`config.mk`:
```
export PLATFORM = sky130hd
export DESIGN_NAME = ps2_keycode_decoder
export DESIGN_NICKNAME = d
export VERILOG_FILES = /design/src/rtl/ps2_pkg.sv /design/src/rtl/ps2_evt_fifo.sv /design/src/rtl/ps2_keycode_decoder.sv
export SDC_FILE = /design/constraint.sdc
export NUM_CORES = 1
export LEC_CHECK = 0
export ABC_AREA = 1
export ABC_CLOCK_PERIOD_IN_PS = 3000
export BUFFER_PORTS_ARGS = -buffer_cell sky130_fd_sc_hd__clkbuf_2
export CAP_MARGIN = 20
export CORE_MARGIN = 1
export CORE_UTILIZATION = 45
export DETAILED_ROUTE_END_ITERATION = 16
export GPL_ROUTABILITY_DRIVEN = 1
export SETUP_SLACK_MARGIN = 0.2
export SKIP_LAST_GASP = 1
export SLEW_MARGIN = 30
export SYNTH_ARGS = -nofsm -noshare
export SYNTH_HDL_FRONTEND = slang
export SYNTH_SLANG_ARGS = --single-unit
```
`constraint.sdc`:
```
create_clock -name clk -period 3 [get_ports clk]
set_clock_uncertainty 0.15 [all_clocks]
set_input_delay 0 -clock clk [delete_from_list [all_inputs] [get_ports clk]]
set_output_delay 0 -clock clk [all_outputs]
set_load 0.01 [all_outputs]
```
`src/rtl/ps2_pkg.sv`:
```
// Shared constants, FSM encoding and helpers for the PS/2 Set-2 keycode decoder.
package ps2_pkg;

  // Scan-code prefix bytes
  localparam logic [7:0] PS2_EXT   = 8'hE0;
  localparam logic [7:0] PS2_BRK   = 8'hF0;
  localparam logic [7:0] PS2_PAUSE = 8'hE1;

  // Keyboard control/response bytes diverted to the sideband
  localparam logic [7:0] PS2_ACK      = 8'hFA;
  localparam logic [7:0] PS2_BAT_OK   = 8'hAA;
  localparam logic [7:0] PS2_ECHO     = 8'hEE;
  localparam logic [7:0] PS2_RESEND   = 8'hFE;
  localparam logic [7:0] PS2_BAT_FAIL = 8'hFC;
  localparam logic [7:0] PS2_ERR0     = 8'h00;
  localparam logic [7:0] PS2_ERRF     = 8'hFF;

  // Event word layout: {brk, ext, code[7:0]}
  localparam int unsigned EVT_W       = 10;
  localparam int unsigned EVT_BRK_BIT = 9;
  localparam int unsigned EVT_EXT_BIT = 8;

  // Pause is E1 followed by seven more bytes
  localparam logic [2:0] PAUSE_SKIP = 3'd7;

  typedef enum logic [2:0] {
    StIdle,
    StExt,
    StBrk,
    StExtBrk,
    StPause
  } ps2_state_e;

  // Inter-byte timeout expressed in system clock cycles
  function automatic int unsigned tmo_cycles(input int unsigned sysclk_mhz,
                                             input int unsigned timeout_us);
    return sysclk_mhz * timeout_us;
  endfunction

  function automatic logic is_ctrl_byte(input logic [7:0] b);
    logic r;
    r = 1'b0;
    case (b)
      PS2_ACK, PS2_BAT_OK, PS2_ECHO, PS2_RESEND,
      PS2_BAT_FAIL, PS2_ERR0, PS2_ERRF: r = 1'b1;
      default:                          r = 1'b0;
    endcase
    return r;
  endfunction

endpackage

```
`src/rtl/ps2_evt_fifo.sv`:
```
// Synchronous show-ahead event FIFO. A push into a full FIFO is accepted only
// when a pop happens in the same cycle; otherwise it is dropped and flagged.
module ps2_evt_fifo #(
  parameter int unsigned Width = 10,
  parameter int unsigned Depth = 8
) (
  input  logic                       clk,
  input  logic                       rst,
  input  logic                       i_push,
  input  logic [Width-1:0]           i_push_data,
  input  logic                       i_pop,
  output logic                       o_valid,
  output logic [Width-1:0]           o_data,
  output logic [$clog2(Depth):0]     o_count,
  output logic                       o_drop
);

  localparam int unsigned PtrW = $clog2(Depth);
  localparam int unsigned CntW = $clog2(Depth) + 1;

  logic [Width-1:0] r_mem [Depth];
  logic [PtrW-1:0]  r_wptr;
  logic [PtrW-1:0]  r_rptr;
  logic [CntW-1:0]  r_count;

  logic w_valid;
  logic w_full;
  logic w_pop;
  logic w_push_ok;

  assign w_valid   = (r_count != '0);
  assign w_full    = (r_count == CntW'(Depth));
  assign w_pop     = i_pop && w_valid;
  assign w_push_ok = i_push && (!w_full || w_pop);

  assign o_valid = w_valid;
  assign o_data  = w_valid ? r_mem[r_rptr] : '0;
  assign o_count = r_count;
  assign o_drop  = i_push && !w_push_ok;

  // Storage write; contents need no reset because the count gates the output
  always_ff @(posedge clk) begin
    if (w_push_ok) begin
      r_mem[r_wptr] <= i_push_data;
    end
  end

  // Pointers and occupancy; pointers wrap naturally since Depth is a power of 2
  always_ff @(posedge clk) begin
    if (rst) begin
      r_wptr  <= '0;
      r_rptr  <= '0;
      r_count <= '0;
    end else begin
      if (w_push_ok) begin
        r_wptr <= r_wptr + 1'b1;
      end
      if (w_pop) begin
        r_rptr <= r_rptr + 1'b1;
      end
      case ({w_push_ok, w_pop})
        2'b10:   r_count <= r_count + 1'b1;
        2'b01:   r_count <= r_count - 1'b1;
        default: r_count <= r_count;
      endcase
    end
  end

endmodule

```
`src/rtl/ps2_keycode_decoder.sv`:
```
// PS/2 Set-2 scan-code decoder: strips E0/F0 prefixes, folds the Pause
// sequence into one event, diverts control bytes to a sideband and buffers
// key events in a show-ahead FIFO.
module ps2_keycode_decoder
  import ps2_pkg::*;
#(
  parameter int unsigned SYSCLK     = 50,
  parameter int unsigned TIMEOUT_US = 2000,
  parameter int unsigned FIFO_DEPTH = 8
) (
  input  logic                          clk,
  input  logic                          rst,
  input  logic                          i_rx_valid,
  input  logic [7:0]                    i_rx_data,
  input  logic                          i_rx_error,
  output logic                          o_evt_valid,
  input  logic                          i_evt_ready,
  output logic [EVT_W-1:0]              o_evt_data,
  output logic [$clog2(FIFO_DEPTH):0]   o_evt_count,
  output logic                          o_ctrl_valid,
  output logic [7:0]                    o_ctrl_byte,
  output logic                          o_overflow,
  input  logic                          i_clr_overflow
);

  localparam int unsigned TmoCycles = tmo_cycles(SYSCLK, TIMEOUT_US);
  localparam int unsigned TmoW      = $clog2(TmoCycles + 1);
  localparam logic [TmoW-1:0] TmoLast = TmoW'(TmoCycles - 1);

  ps2_state_e       r_state;
  ps2_state_e       w_state_d;
  logic [2:0]       r_skip;
  logic [2:0]       w_skip_d;
  logic [TmoW-1:0]  r_tmo_cnt;
  logic             w_tmo_hit;

  logic             w_push;
  logic [EVT_W-1:0] w_push_data;
  logic             w_ctrl;

  logic             r_push;
  logic [EVT_W-1:0] r_push_data;
  logic             r_ctrl_valid;
  logic [7:0]       r_ctrl_byte;
  logic             r_overflow;

  logic             w_fifo_drop;

  assign w_tmo_hit = (r_state != StIdle) && (r_tmo_cnt == TmoLast);

  // Decoder next-state, event build and control-byte detection
  always_comb begin
    w_state_d   = r_state;
    w_skip_d    = r_skip;
    w_push      = 1'b0;
    w_push_data = '0;
    w_ctrl      = 1'b0;
    if (i_rx_valid) begin
      if (i_rx_error) begin
        w_state_d = StIdle;
      end else begin
        case (r_state)
          StIdle: begin
            if (i_rx_data == PS2_EXT) begin
              w_state_d = StExt;
            end else if (i_rx_data == PS2_BRK) begin
              w_state_d = StBrk;
            end else if (i_rx_data == PS2_PAUSE) begin
              w_state_d = StPause;
              w_skip_d  = PAUSE_SKIP;
            end else if (is_ctrl_byte(i_rx_data)) begin
              w_ctrl = 1'b1;
            end else begin
              w_push      = 1'b1;
              w_push_data = {1'b0, 1'b0, i_rx_data};
            end
          end
          StExt: begin
            if (i_rx_data == PS2_BRK) begin
              w_state_d = StExtBrk;
            end else if (i_rx_data != PS2_EXT) begin
              w_push      = 1'b1;
              w_push_data = {1'b0, 1'b1, i_rx_data};
              w_state_d   = StIdle;
            end
          end
          StBrk: begin
            w_push      = 1'b1;
            w_push_data = {1'b1, 1'b0, i_rx_data};
            w_state_d   = StIdle;
          end
          StExtBrk: begin
            w_push      = 1'b1;
            w_push_data = {1'b1, 1'b1, i_rx_data};
            w_state_d   = StIdle;
          end
          StPause: begin
            // Byte contents are ignored; only the count matters
            w_skip_d = r_skip - 1'b1;
            if (r_skip == 3'd1) begin
              w_push      = 1'b1;
              w_push_data = {1'b0, 1'b1, PS2_PAUSE};
              w_state_d   = StIdle;
            end
          end
          default: w_state_d = StIdle;
        endcase
      end
    end else if (w_tmo_hit) begin
      w_state_d = StIdle;
    end
  end

  // FSM state and Pause skip counter
  always_ff @(posedge clk) begin
    if (rst) begin
      r_state <= StIdle;
      r_skip  <= '0;
    end else begin
      r_state <= w_state_d;
      r_skip  <= w_skip_d;
    end
  end

  // Inter-byte timeout: restarts on each byte, runs only mid-sequence
  always_ff @(posedge clk) begin
    if (rst) begin
      r_tmo_cnt <= '0;
    end else if (i_rx_valid || (r_state == StIdle) || w_tmo_hit) begin
      r_tmo_cnt <= '0;
    end else begin
      r_tmo_cnt <= r_tmo_cnt + 1'b1;
    end
  end

  // Registered push towards the FIFO and control-byte sideband pulse
  always_ff @(posedge clk) begin
    if (rst) begin
      r_push       <= 1'b0;
      r_push_data  <= '0;
      r_ctrl_valid <= 1'b0;
      r_ctrl_byte  <= '0;
    end else begin
      r_push       <= w_push;
      r_push_data  <= w_push_data;
      r_ctrl_valid <= w_ctrl;
      if (w_ctrl) begin
        r_ctrl_byte <= i_rx_data;
      end
    end
  end

  // Sticky overflow; a drop in the same cycle as a clear keeps it set
  always_ff @(posedge clk) begin
    if (rst) begin
      r_overflow <= 1'b0;
    end else if (w_fifo_drop) begin
      r_overflow <= 1'b1;
    end else if (i_clr_overflow) begin
      r_overflow <= 1'b0;
    end
  end

  ps2_evt_fifo #(
    .Width (EVT_W),
    .Depth (FIFO_DEPTH)
  ) u_fifo (
    .clk         (clk),
    .rst         (rst),
    .i_push      (r_push),
    .i_push_data (r_push_data),
    .i_pop       (i_evt_ready),
    .o_valid     (o_evt_valid),
    .o_data      (o_evt_data),
    .o_count     (o_evt_count),
    .o_drop      (w_fifo_drop)
  );

  assign o_ctrl_valid = r_ctrl_valid;
  assign o_ctrl_byte  = r_ctrl_byte;
  assign o_overflow   = r_overflow;

endmodule
```
== Word-level counts from Yosys, hierarchy flattened ==
Memories as Yosys holds them, arrays and structs flattened. A register that Yosys moved wholly into a read port is not among the register bits.
Cells that the tools add are included.

* Bits in read-only memories: 0
* Register bits after elaboration: 54
* Memory bits (writable): 80
* Memories: 1
* Word-level logic and storage cells: 120
* Latch bits: 0
* Output and inout bits: 25
* Bits of input ports: 14

* Div/mod/pow operators: 0
* Muxes and demuxes: 52
* Multipliers: 0
* Shift operators: 0
* Bitwise operators: 2
* Magnitude comparators: 0
* Eq/ne operators: 25
* Reductions and logical operators: 23
* Add/subtract/negate cells: 6

{| class="wikitable"
|+ Memories
! memory !! depth !! width !! rd ports !! clocked after memory_dff !! write ports !! RTL line !! RTL
|-
| u_fifo.r_mem || 8 || 10 || 1 || 1 || 1 || ps2_evt_fifo.sv:21 || <nowiki>logic [Width-1:0] r_mem [Depth];</nowiki>
|}

{| class="wikitable"
|+ Operators by type and width
! operator !! count
|-
| equality test 8 bit, second input constant || 9
|-
| one-hot mux 10 bit (5 select lines) || 1
|-
| 2-to-1 mux 3 bit || 14
|-
| 2-to-1 mux 8 bit || 4
|-
| 2-to-1 mux 9 bit || 3
|-
| 2-to-1 mux 1 bit || 25
|-
| adder 17 x 1 -> 17 bit, second input constant || 1
|-
| equality test 17 bit, second input constant || 1
|-
| 2-to-1 mux 10 bit || 1
|-
| one-hot mux 3 bit (3 select lines) || 1
|-
| logical NOT 8 bit || 1
|-
| inequality test 8 bit, second input constant || 1
|-
| one-hot mux 4 bit (2 select lines) || 1
|-
| nonzero test 2 bit || 4
|-
| OR reduction 7 bit || 1
|-
| adder 3 x 1 -> 3 bit, second input constant || 2
|-
| equality test 3 x 1 -> 1 bit, second input constant || 2
|-
| equality test 3 x 2 -> 1 bit, second input constant || 2
|-
| inequality test 2 bit, second input constant || 3
|-
| inequality test 6 bit, second input constant || 1
|-
| one-hot mux 3 bit (2 select lines) || 1
|-
| AND reduction 6 bit || 1
|-
| inequality test 5 bit, second input constant || 1
|-
| adder 4 x 1 -> 4 bit, second input constant || 1
|-
| other kinds (18) || 26
|}

== Depth between registers and ports, before layout ==
Gate-level depths: netlist of the first run.

* Depth after elaboration: 16
* Mapped depth: 14
* Gate-level depth less buffers: 14

== By module ==
From an unflattened synthesis of the first run, not the netlist that was laid out.

* Cells, all modules: 639
* Area, all modules: 5939.4 µm²

{| class="wikitable"
|+ By module, submodules not included
! module !! instances !! seq. area each (µm²) !! area an instance (µm²) !! cells each
|-
| ps2_evt_fifo || 1 || 2662.6 || 3814.9 || 332
|-
| ps2_keycode_decoder || 1 || 880.8 || 2124.5 || 307
|}

== Worst setup path before layout of the first run ==
Ideal clock, no wire load.

* Kind: reg2reg
* From: reg u_fifo.r_count[0], in the netlist u_fifo.o_count[0]
* To: reg u_fifo.r_count[3], in the netlist u_fifo.o_count[3]
* Slack: 0.870 ns
* Arrival: 1.861 ns
* Stages on the path, launching flop included: 15
* Path buffers: 0
* Cell sequence: dfxtp_1 -> nor2_1 -> nand3_1 -> nand2_1 -> inv_1 -> ha_1 -> ha_1 -> nand2_1 -> nand2_1 -> a21oi_1 -> nor2_1 -> nor2_1 -> nand2_1 -> o21ai_0 -> a21oi_1

* Cells in the longest elaborated chain, start to end: 6
* Elaborated cells between the ends (all ways): 12

{| class="wikitable"
|+ Ends and longest elaborated chain
! element !! RTL line !! RTL
|-
| from (decl) || ps2_evt_fifo.sv:24 || <nowiki>logic [CntW-1:0] r_count;</nowiki>
|-
| from (signal assigned) || ps2_evt_fifo.sv:62 || <nowiki>2'b10: r_count <= r_count + 1'b1;</nowiki>
|-
| from (signal assigned) || ps2_evt_fifo.sv:63 || <nowiki>2'b01: r_count <= r_count - 1'b1;</nowiki>
|-
| from (signal assigned) || ps2_evt_fifo.sv:64 || <nowiki>default: r_count <= r_count;</nowiki>
|-
| equality test 4 bit / nonzero test 4 bit (equally long branches) || ps2_evt_fifo.sv:32, ps2_evt_fifo.sv:31 ||
|-
| logical NOT 1 bit / logical AND 1 bit (equally long branches) || ps2_evt_fifo.sv:34, ps2_evt_fifo.sv:33 ||
|-
| logical OR 1 bit || ps2_evt_fifo.sv:34 || <nowiki>assign w_push_ok = i_push && (!w_full || w_pop);</nowiki>
|-
| logical AND 1 bit || ps2_evt_fifo.sv:34 ||
|-
| equality test 2 x 1 -> 1 bit / equality test 2 bit (equally long branches) || ps2_evt_fifo.sv:61 || <nowiki>case ({w_push_ok, w_pop})</nowiki>
|-
| one-hot mux 4 bit (2 select lines) / nonzero test 2 bit (equally long branches) || n/a ||
|}

Several ways; a longest one is shown, not always the timed one.
A chain may end at the register's enable or synchronous reset.

== Worst setup path after layout of the first run ==
* From: reg r_state[2]
* To: reg r_state[1]

* Cells in the longest elaborated chain, start to end: 4
* Elaborated cells between the ends (all ways): 13

{| class="wikitable"
|+ Ends and longest elaborated chain
! element !! RTL line !! RTL
|-
| from (decl) || ps2_keycode_decoder.sv:30 || <nowiki>ps2_state_e r_state;</nowiki>
|-
| from (signal assigned) || ps2_keycode_decoder.sv:117 || <nowiki>r_state <= StIdle;</nowiki>
|-
| from (signal assigned) || ps2_keycode_decoder.sv:120 || <nowiki>r_state <= w_state_d;</nowiki>
|-
| equality test 3 bit, or another cell as far along || ps2_keycode_decoder.sv:62 || <nowiki>case (r_state)</nowiki>
|-
| one-hot mux 3 bit (3 select lines) / logical AND 1 bit (equally long branches) || ps2_keycode_decoder.sv:62, ps2_keycode_decoder.sv:49 ||
|-
| 2-to-1 mux 3 bit / nonzero test 2 bit (equally long branches) || n/a ||
|-
| 2-to-1 mux 3 bit / AND reduction 4 bit (equally long branches) || n/a ||
|}

Several ways; a longest one is shown, not always the timed one.

==> results.toml, run 1 <==
[min_path]
hold_class = "in2reg"

[sta]
setup_slack_ns = 0.4594
setup_tns_ns = 0
holdWs_ns = 0.2846
final_hold_viol_count = 0
tightest_slew_ns = 0.9437
max_freq_mhz = 393.6
setup_viol = 0
timing.final.crit_share_pct = 84.69
slew_violations = 0
fin_crit_ns = 2.541
max_slew_margin_pct = 36.85
rsz0062_at_grt = "false"

[logic_synthesis]
syn-cell-area_sq_mm = 0.005836
synth_edf_count = 80
avgSynthCellArea_sq_um = 9.520
synth_top_area_cell = "edfxtp_1"
ys_seq_area_share_pct = 60.72
yosys_register_bits = 137
synthCells = 613
synth_nets = 636
synth_top_area_share_pct = 41.17
ys.flop_type = "edfxtp_1"
synth_cell_type_count = 34
synth.area.top_cells = "edfxtp_1 (41%), dfxtp_1 (20%), nor2_1 (9.8%)"
async_flop_share_pct = 0
yosysWarnings = 0

[floorplanning]
die-area_sq_mm = 0.01343
core_region_area_sq_mm = 0.01262
die_y_um = 115.9
ios = 39
dieWidth_um = 115.9
initial_utilization_pct = 46.24
row_count = 41

[global_routing]
gr-total-overflow = 0
grt_pass1_wl_um = 20700
grt_max_degree = 41
antenna_found_initial = 0
grt_pass1_vias = 4207
grt.total_usage_pct = 20.57

[clock_tree]
root_buffer = "clkbuf_16"
tritoncts = "yes"
post_cts_buffers = 0
cts_hold_buf = 19
cts_resized = 0
cts_buffers = 17
numClockSinks = 137
path_clk_slew_ns = 0.06
clockBufferDepth = 2
ctsHtreeMaxLevel = 4
clkLatencyLatePin_ns = 0.41

[worst_setup_path]
cp-start-kind = "flip-flop"
crit_fanout = 6
arrival_ns = 2.75
slowest_stage = "dlygate4sd3_1"
cp_cell_sequence = "inv_1 > nand2_1 > nor2_1 > inv_1 > a21oi_1 > nand3_1 > dlygate4sd3_1 > a21oi_1 > dlygate4sd3_1"
path_buf_inv = 4
end_kind = "flip-flop"
cp_top_family = "buffers and inverters"
critPathMaxStageDelay_ns = 0.56
path_class = "reg2reg"
required_ns = 3.21

[routing]
wl_per_cell_um = 14.56
dr_total_vias = 4385
drt_iter0_drc = 300
via_per_inst = 5.046
drt_wl_total_um = 12650
first_pass_iters = 5
ant_nets = 0
remaining_drc_errors = 0

[outcome]
status = "completed"

[layout]
syn2layout_area_growth_pct = 21.44
final_core_util_pct = 56.16
drive_gt1_share_pct = 14.78
antenna_cells = 0
fin_area_sq_mm = 0.007087
layout_common_cells = "nor2_1 (153), edfxtp_1 (80), nand2_1 (79)"
final_common_cell = "nor2_1"
fin_cells = 869
fillers = 1138
nets = 707

[placement]
place_congestion = 0.8460
port-buffer-count = 38
hpwlAfterDp_um = 8637
post-place-ws_ns = 0.5816
placedInstanceArea_sq_mm = 0.006264
dp_cells = 818

[pwr]
peakVddDrop_uv = 414.5
power_per_cell_area_mw_per_mm2 = 799.8
p_leak_nw = 2.671
p_total_mw = 5.668

[job]
cap_violations = 0
## flip-flops by register name, summed over array words and instances, names as in the netlist, named ones only
register and cells:
u_fifo.r_wptr 3, u_fifo.o_count 4, r_tmo_cnt 17, o_ctrl_valid 1, r_push_data 10, u_fifo.r_mem 80, r_push 1, r_skip 3
o_ctrl_byte 8, o_overflow 1, u_fifo.r_rptr 3, r_state 3
## tightest hold or removal path, cell delays in order
cell,delay (ns)
dlygate4sd3_1,0.52
clkbuf_2,0.15
nor2_1,0.05
nor2_1,0.09
## final timing paths
| check | start | to | slack [ns] | cells after the start |
|---|---|---|---|---|
| max | r_state[2] | r_state[1] | 0.46 | 9 |
| min | i_rx_data[0] | o_ctrl_byte[0] | 0.28 | 4 |
| max reg2reg | r_state[2] | r_state[1] | 0.46 | 9 |
| min reg2reg | r_tmo_cnt[0] | r_tmo_cnt[0] | 0.29 | 1 |
## where the power goes
group	switching [mW]	leakage (nW)	total, mW	internal [mW]
clock network	0.764	0.308	2.19	1.43
logic	0.839	1.19	1.34	0.506
registers	0.0834	1.18	2.13	2.04
total	1.69	2.67	5.67	3.98
## synth_stat cells (6+ instances only)
cell type / number
a21oi_1: 22
clkbuf_1: 14
dfxtp_1: 57
edfxtp_1: 80
ha_1: 8
inv_1: 49
nand2_1: 79
nand3_1: 23
nand4_1: 6
nor2_1: 153
nor2_2: 9
nor3_1: 6
o21ai_0: 44
o32ai_1: 20
## layout make-up
class                   count  area [sq um]  share of cell area [%]
clock buffers              23         500.5                   7.062
clock inverters             9         132.6                   1.871
flip-flops and latches    137          3543                   50.00
repair buffers             69         470.5                   6.638
well taps                 172         215.2                   3.037
inverters                  53         198.9                   2.807
multi-input cells         406          2026                   28.58
## logic make-up (layout without fill, tap and decap cells)
group                    after synthesis  count (layout)  synth area share (%)
AO/OA/AOI/OAI                         93              93                 9.456
XOR/XNOR                               8               8                 1.201
adder cells (fa/ha/maj)                9               9                 2.058
buffers and inverters                 70             154                 4.567
flip-flops                           137             137                 60.72
AND/OR/NAND/NOR                      296             296                 22.00
## metal layers
layer  global-route usage (%)  wire length, um
met1                    26.58             5975
met2                    32.98             5956
met3                    4.498              478
met4                    9.744              238
met5                        0                0
(Power assumes the default switching activity.)
==> run 2: changes to the inputs <==
--- a/config.mk
+++ b/config.mk
@@ -6,7 +6,7 @@
 export NUM_CORES = 1
 export LEC_CHECK = 0
 export ABC_AREA = 1
-export ABC_CLOCK_PERIOD_IN_PS = 3000
+export ABC_CLOCK_PERIOD_IN_PS = 2500
 export BUFFER_PORTS_ARGS = -buffer_cell sky130_fd_sc_hd__clkbuf_2
 export CAP_MARGIN = 20
 export CORE_MARGIN = 1
==> constraint.sdc (replaced) <==
create_clock -name clk -period 2.5 [get_ports clk]
set_clock_uncertainty 0.15 [all_clocks]
set_input_delay 0 -clock clk [delete_from_list [all_inputs] [get_ports clk]]
set_output_delay 0 -clock clk [all_outputs]
set_load 0.01 [all_outputs]
==> results.toml, run 2 (same netlist as run 1, synthesis figures left out) <==
[worst_setup_path]
cp_cell_sequence = "nor2_2 > nand3_2 > nand2_2 > inv_2 > ha_2 > ha_1 > nand2_1 > nand2_1 > a21oi_2 > nor2_1 > nor2_1 > nand2_1 > o21ai_0 > a21oi_1"
path_class = "reg2reg"
slowest_stage = "dfxtp_2"
rr_worst_depth = 14
cp-start-kind = "flip-flop"
path_buf_inv = 1
cp_top_family = "simple AND/OR/NAND/NOR gates"
arrival_ns = 2.33
critPathMaxStageDelay_ns = 0.34
crit_fanout = 7
required_ns = 2.66
cp.depth = 14
end_kind = "flip-flop"
timing.critical_path.mode_cell = "nand2_1"

[routing]
drt_iter0_drc = 284
wl_per_cell_um = 14.78
remaining_drc_errors = 0
ant_nets = 0
via_per_inst = 5.089
first_pass_iters = 5
dr_total_vias = 4427
drt_wl_total_um = 12860

[clock_tree]
numClockSinks = 137
root_buffer = "clkbuf_16"
ctsHtreeMaxLevel = 4
path_clk_slew_ns = 0.06
clkLatencyLatePin_ns = 0.42
cts_buffers = 17
tritoncts = "yes"
clockBufferDepth = 2

[global_routing]
grt_max_degree = 41
grt.total_usage_pct = 20.79
antenna_found_initial = 0
grt_pass1_vias = 4264
gr-total-overflow = 0
grt_pass1_wl_um = 20670

[sta]
tightest_slew_ns = 0.4865
final_hold_viol_count = 0
max_slew_margin_pct = 67.49
fin_crit_ns = 2.175
max_freq_mhz = 459.7
timing.final.crit_share_pct = 87.00
rsz0062_at_grt = "true"
slew_violations = 0
setup_tns_ns = 0
setup_viol = 0

[layout]
nets = 708
final_common_cell = "nor2_1"
largest_reg_flops = 80
syn2layout_area_growth_pct = 22.30
largestRegisters = "u_fifo.r_mem: 80 flops, r_tmo_cnt: 17 flops, r_push_data: 10 flops"
layout_common_cells = "nor2_1 (151), edfxtp_1 (80), nand2_1 (77)"
regMostFlops = "u_fifo.r_mem"
drive_gt1_share_pct = 16.91
antenna_cells = 0

[pwr]
p_total_mw = 6.880
power_per_cell_area_mw_per_mm2 = 964.0
switchingPower_mw = 2.069
p_comb_share_pct = 24.7
p_leak_nw = 2.692
p_seq_share_pct = 36.6
peakVddDrop_uv = 626.1
internal_power_mw = 4.811
swShare_pct = 30.08
clock_power_share_pct = 38.7

[floorplanning]
dieWidth_um = 115.9
initial_utilization_pct = 46.24
die_y_um = 115.9
row_count = 41
ios = 39
core_region_area_sq_mm = 0.01262
die-area_sq_mm = 0.01343

[job]
cap_violations = 0

[placement]
hpwlAfterDp_um = 8304
place_congestion = 0.8746
port-buffer-count = 38

[min_path]
whs_path_depth = 4
hold_class = "in2reg"

[outcome]
status = "completed"
[run 2: final timing paths]
| check | startpoint | to | slack (ns) |
|---|---|---|---|
| worst min register to register | r_tmo_cnt[0] | r_tmo_cnt[0] | 0.29 |
| worst max register to register | u_fifo.o_count[1] | u_fifo.o_count[3] | 0.32 |
| worst max-delay path | u_fifo.o_count[1] | u_fifo.o_count[3] | 0.32 |
| worst min-delay path | i_rx_data[4] | o_ctrl_byte[4] | 0.27 |
[run 2: through the flow]
stage                     cell area, sq um  setup WS (ns)  hold slack [ns]  util, %  std cells
final                                 7137         0.3249           0.2676    56.55        870
after global routing                  7137         0.1320           0.2763    56.55        870
after floorplan                       5836         0.3695         -0.02827        -        613
after global placement                6286         0.2901           0.1037    49.81        821
after CTS                             7098         0.2170           0.2404    56.25        869
after detailed placement              6286         0.1782           0.1242    49.81        821
[run 2: what timing repair did]
action	4_1_cts	5_1_grt
endpoints found under the setup margin	1	8
resized for setup	1	11
endpoints found under the hold margin	34	0
hold buffers	16	0
pin swaps	0	2
buffers inserted	0	1
[run 2: power groups by stage]
stage                     registers [mW]  logic (mW)  clock network [mW]
final                               2.52        1.70                2.66
after global routing                2.53        1.93                2.81
after CTS                           2.51        1.67                2.71
after detailed placement            2.56        1.64                   0
after global placement              2.55        1.60                   0
after floorplan                     2.57        1.07                   0
[run 2: layer usage]
| layer | GRT usage [%] | wire [um] |
|---|---|---|
| met4 | 8.974 | 231 |
| met2 | 34.96 | 6264 |
| met1 | 25.86 | 5912 |
| met5 | 0 | 0 |
| met3 | 4.498 | 451 |
[run 2: layout make-up]
type                    instances  area, sq um
inverters                      53        198.9
fillers                      1147         5483
clock inverters                 8        103.9
clock buffers                  24        545.5
well taps                     172        215.2
multi-input cells             406         2047
repair buffers                 70        481.7
flip-flops and latches        137         3545
[run 2: worst reg2reg max path: stages, from the launching register on]
cell	delay, ns
dfxtp_2	0.34
nor2_2	0.16
nand3_2	0.11
nand2_2	0.08
inv_2	0.06
ha_2	0.20
ha_1	0.27
nand2_1	0.07
nand2_1	0.07
a21oi_2	0.16
nor2_1	0.05
nor2_1	0.08
nand2_1	0.07
o21ai_0	0.15
a21oi_1	0.05
==> run 3: changes to the inputs <==
--- a/config.mk
+++ b/config.mk
@@ -9,7 +9,8 @@
 export ABC_CLOCK_PERIOD_IN_PS = 2500
 export BUFFER_PORTS_ARGS = -buffer_cell sky130_fd_sc_hd__clkbuf_2
 export CAP_MARGIN = 20
-export CORE_MARGIN = 1
+export CORE_ASPECT_RATIO = 0.5
+export CORE_MARGIN = 2
 export CORE_UTILIZATION = 45
 export DETAILED_ROUTE_END_ITERATION = 16
 export GPL_ROUTABILITY_DRIVEN = 1
==> results.toml, run 3 (same netlist as run 1, synthesis figures left out) <==
[worst_setup_path]
rr_worst_depth = 14
reg2reg_slack_ns = 0.32
crit_fanout = 7
cp-start-kind = "flip-flop"
cp_cell_sequence = "nor2_2 > nand3_1 > nand2_1 > inv_1 > ha_2 > ha_1 > nand2_1 > nand2_1 > a21oi_2 > nor2_1 > nor2_1 > nand2_1 > o21ai_1 > a21oi_1"
slowest_stage = "dfxtp_1"
reg2reg_from = "u_fifo.o_count[1]"
end_kind = "flip-flop"
timing.critical_path.mode_cell = "nand2_1"
r2r_end = "u_fifo.o_count[3]"
required_ns = 2.65
critPathMaxStageDelay_ns = 0.35
path_class = "reg2reg"
arrival_ns = 2.33

[global_routing]
grt_max_degree = 41
antenna_found_initial = 0
grt.total_usage_pct = 19.26
grt_pass1_wl_um = 20170
grt_pass1_vias = 3975
gr-total-overflow = 0

[clock_tree]
tritoncts = "yes"
ctsHtreeMaxLevel = 4
root_buffer = "clkbuf_16"
numClockSinks = 137
clkLatencyLatePin_ns = 0.41
path_clk_slew_ns = 0.06
clockBufferDepth = 2
post_cts_buffers = 0
cts_buffers = 17

[floorplanning]
core_region_area_sq_mm = 0.01266
row_count = 29
die-area_sq_mm = 0.01395
die_y_um = 84.53
dieWidth_um = 165.0
ios = 39
initial_utilization_pct = 46.08

[pwr]
power_per_cell_area_mw_per_mm2 = 948.4
p_leak_nw = 2.665
peakVddDrop_uv = 498.0

[sta]
setup_viol = 0
tightest_slew_ns = 0.4797
setup_slack_ns = 0.3177
max_freq_mhz = 458.2
rsz0062_at_grt = "true"
fin_crit_ns = 2.182
final_hold_viol_count = 0
timing.final.crit_share_pct = 87.29
max_slew_margin_pct = 67.94
holdWs_ns = 0.2677
setup_tns_ns = 0
slew_violations = 0

[routing]
via_per_inst = 5.009
drt_wl_total_um = 12740
drt_iter0_drc = 333
wl_per_cell_um = 14.68
first_pass_iters = 4
dr_total_vias = 4348
remaining_drc_errors = 0
ant_nets = 0

[min_path]
hold_end = "r_push_data[1]"
whs_path_depth = 4
min_from = "i_rx_data[1]"
hold_class = "in2reg"

[layout]
largestRegisters = "u_fifo.r_mem: 80 flops, r_tmo_cnt: 17 flops, r_push_data: 10 flops"
nets = 708
largest_reg_flops = 80
syn2layout_area_growth_pct = 21.36
antenna_cells = 0
regMostFlops = "u_fifo.r_mem"
drive_gt1_share_pct = 16.48
layout_common_cells = "nor2_1 (151), edfxtp_1 (80), nand2_1 (79)"
final_common_cell = "nor2_1"

[placement]
port-buffer-count = 38
hpwlAfterDp_um = 8059
post-place-ws_ns = 0.2035
place_congestion = 0.8354

[job]
cap_violations = 0

[outcome]
status = "completed"
## run 3: what timing repair did
action,in CTS,in global routing
hold buffers,17,0
setup endpoints to repair,1,7
hold endpoints to repair,34,0
resized for setup,1,7
pin swaps,0,1
## run 3: final cells by class
type / instances / area (sq um)
fill: 1114 / 5582
sequential: 137 / 3545
multi-input combinational: 406 / 2037
timing repair buffer: 70 / 489.2
clock buffer: 17 / 425.4
tap: 170 / 212.7
inverter: 53 / 198.9
clock inverter: 15 / 173.9
## run 3: worst max-delay path by stage
stage	start	cells past startpoint	end	slack [ns]
after floorplan	u_fifo.o_count[0]	14	u_fifo.o_count[3]	0.37
after global placement	u_fifo.o_count[1]	14	u_fifo.o_count[3]	0.27
after detailed placement	u_fifo.o_count[1]	14	u_fifo.o_count[3]	0.20
after CTS	u_fifo.o_count[0]	14	u_fifo.o_count[3]	0.23
after global routing	u_fifo.o_count[1]	14	u_fifo.o_count[3]	0.09
final	u_fifo.o_count[1]	14	u_fifo.o_count[3]	0.32
## run 3: layer usage
metal | vias to the layer above | part of all wire (%) | global-route usage, %
li1 | 2234 | - | -
met1 | 2038 | 50 | 27.09
met2 | 64 | 46 | 29.70
met3 | 12 | 3.6 | 4.842
met4 | 0 | 0.86 | 5.613
met5 | - | 0 | 0
## run 3: report_power, final
part / switching, mW / internal, mW / total [mW]
Sequential: 0.0928 / 2.45 / 2.55
Clock: 1.09 / 1.43 / 2.52
Combinational: 1.02 / 0.623 / 1.65
## run 3: per-stage QoR
stage / power [mW] / utilization [%] / instance area (sq um) / std cells
3_3_place_gp: 4.201 / 49.72 / 6296 / 819
4_1_cts: 6.758 / 55.81 / 7068 / 868
2_1_floorplan: 3.634 / - / 5836 / 613
5_1_grt: 7.086 / 55.92 / 7082 / 868
3_5_place_dp: 4.214 / 49.72 / 6296 / 819
6_report: 6.717 / 55.92 / 7082 / 868
## run 3: worst max-delay path: cells and delay by family (launching register included)
kind                       cells  cell delay, ns
and+or+nand+nor                8            0.67
adders and majority gates      2            0.50
DFF                            1            0.35
AOI/OAI and AO/OA              3            0.30
buffers and inverters          1            0.10
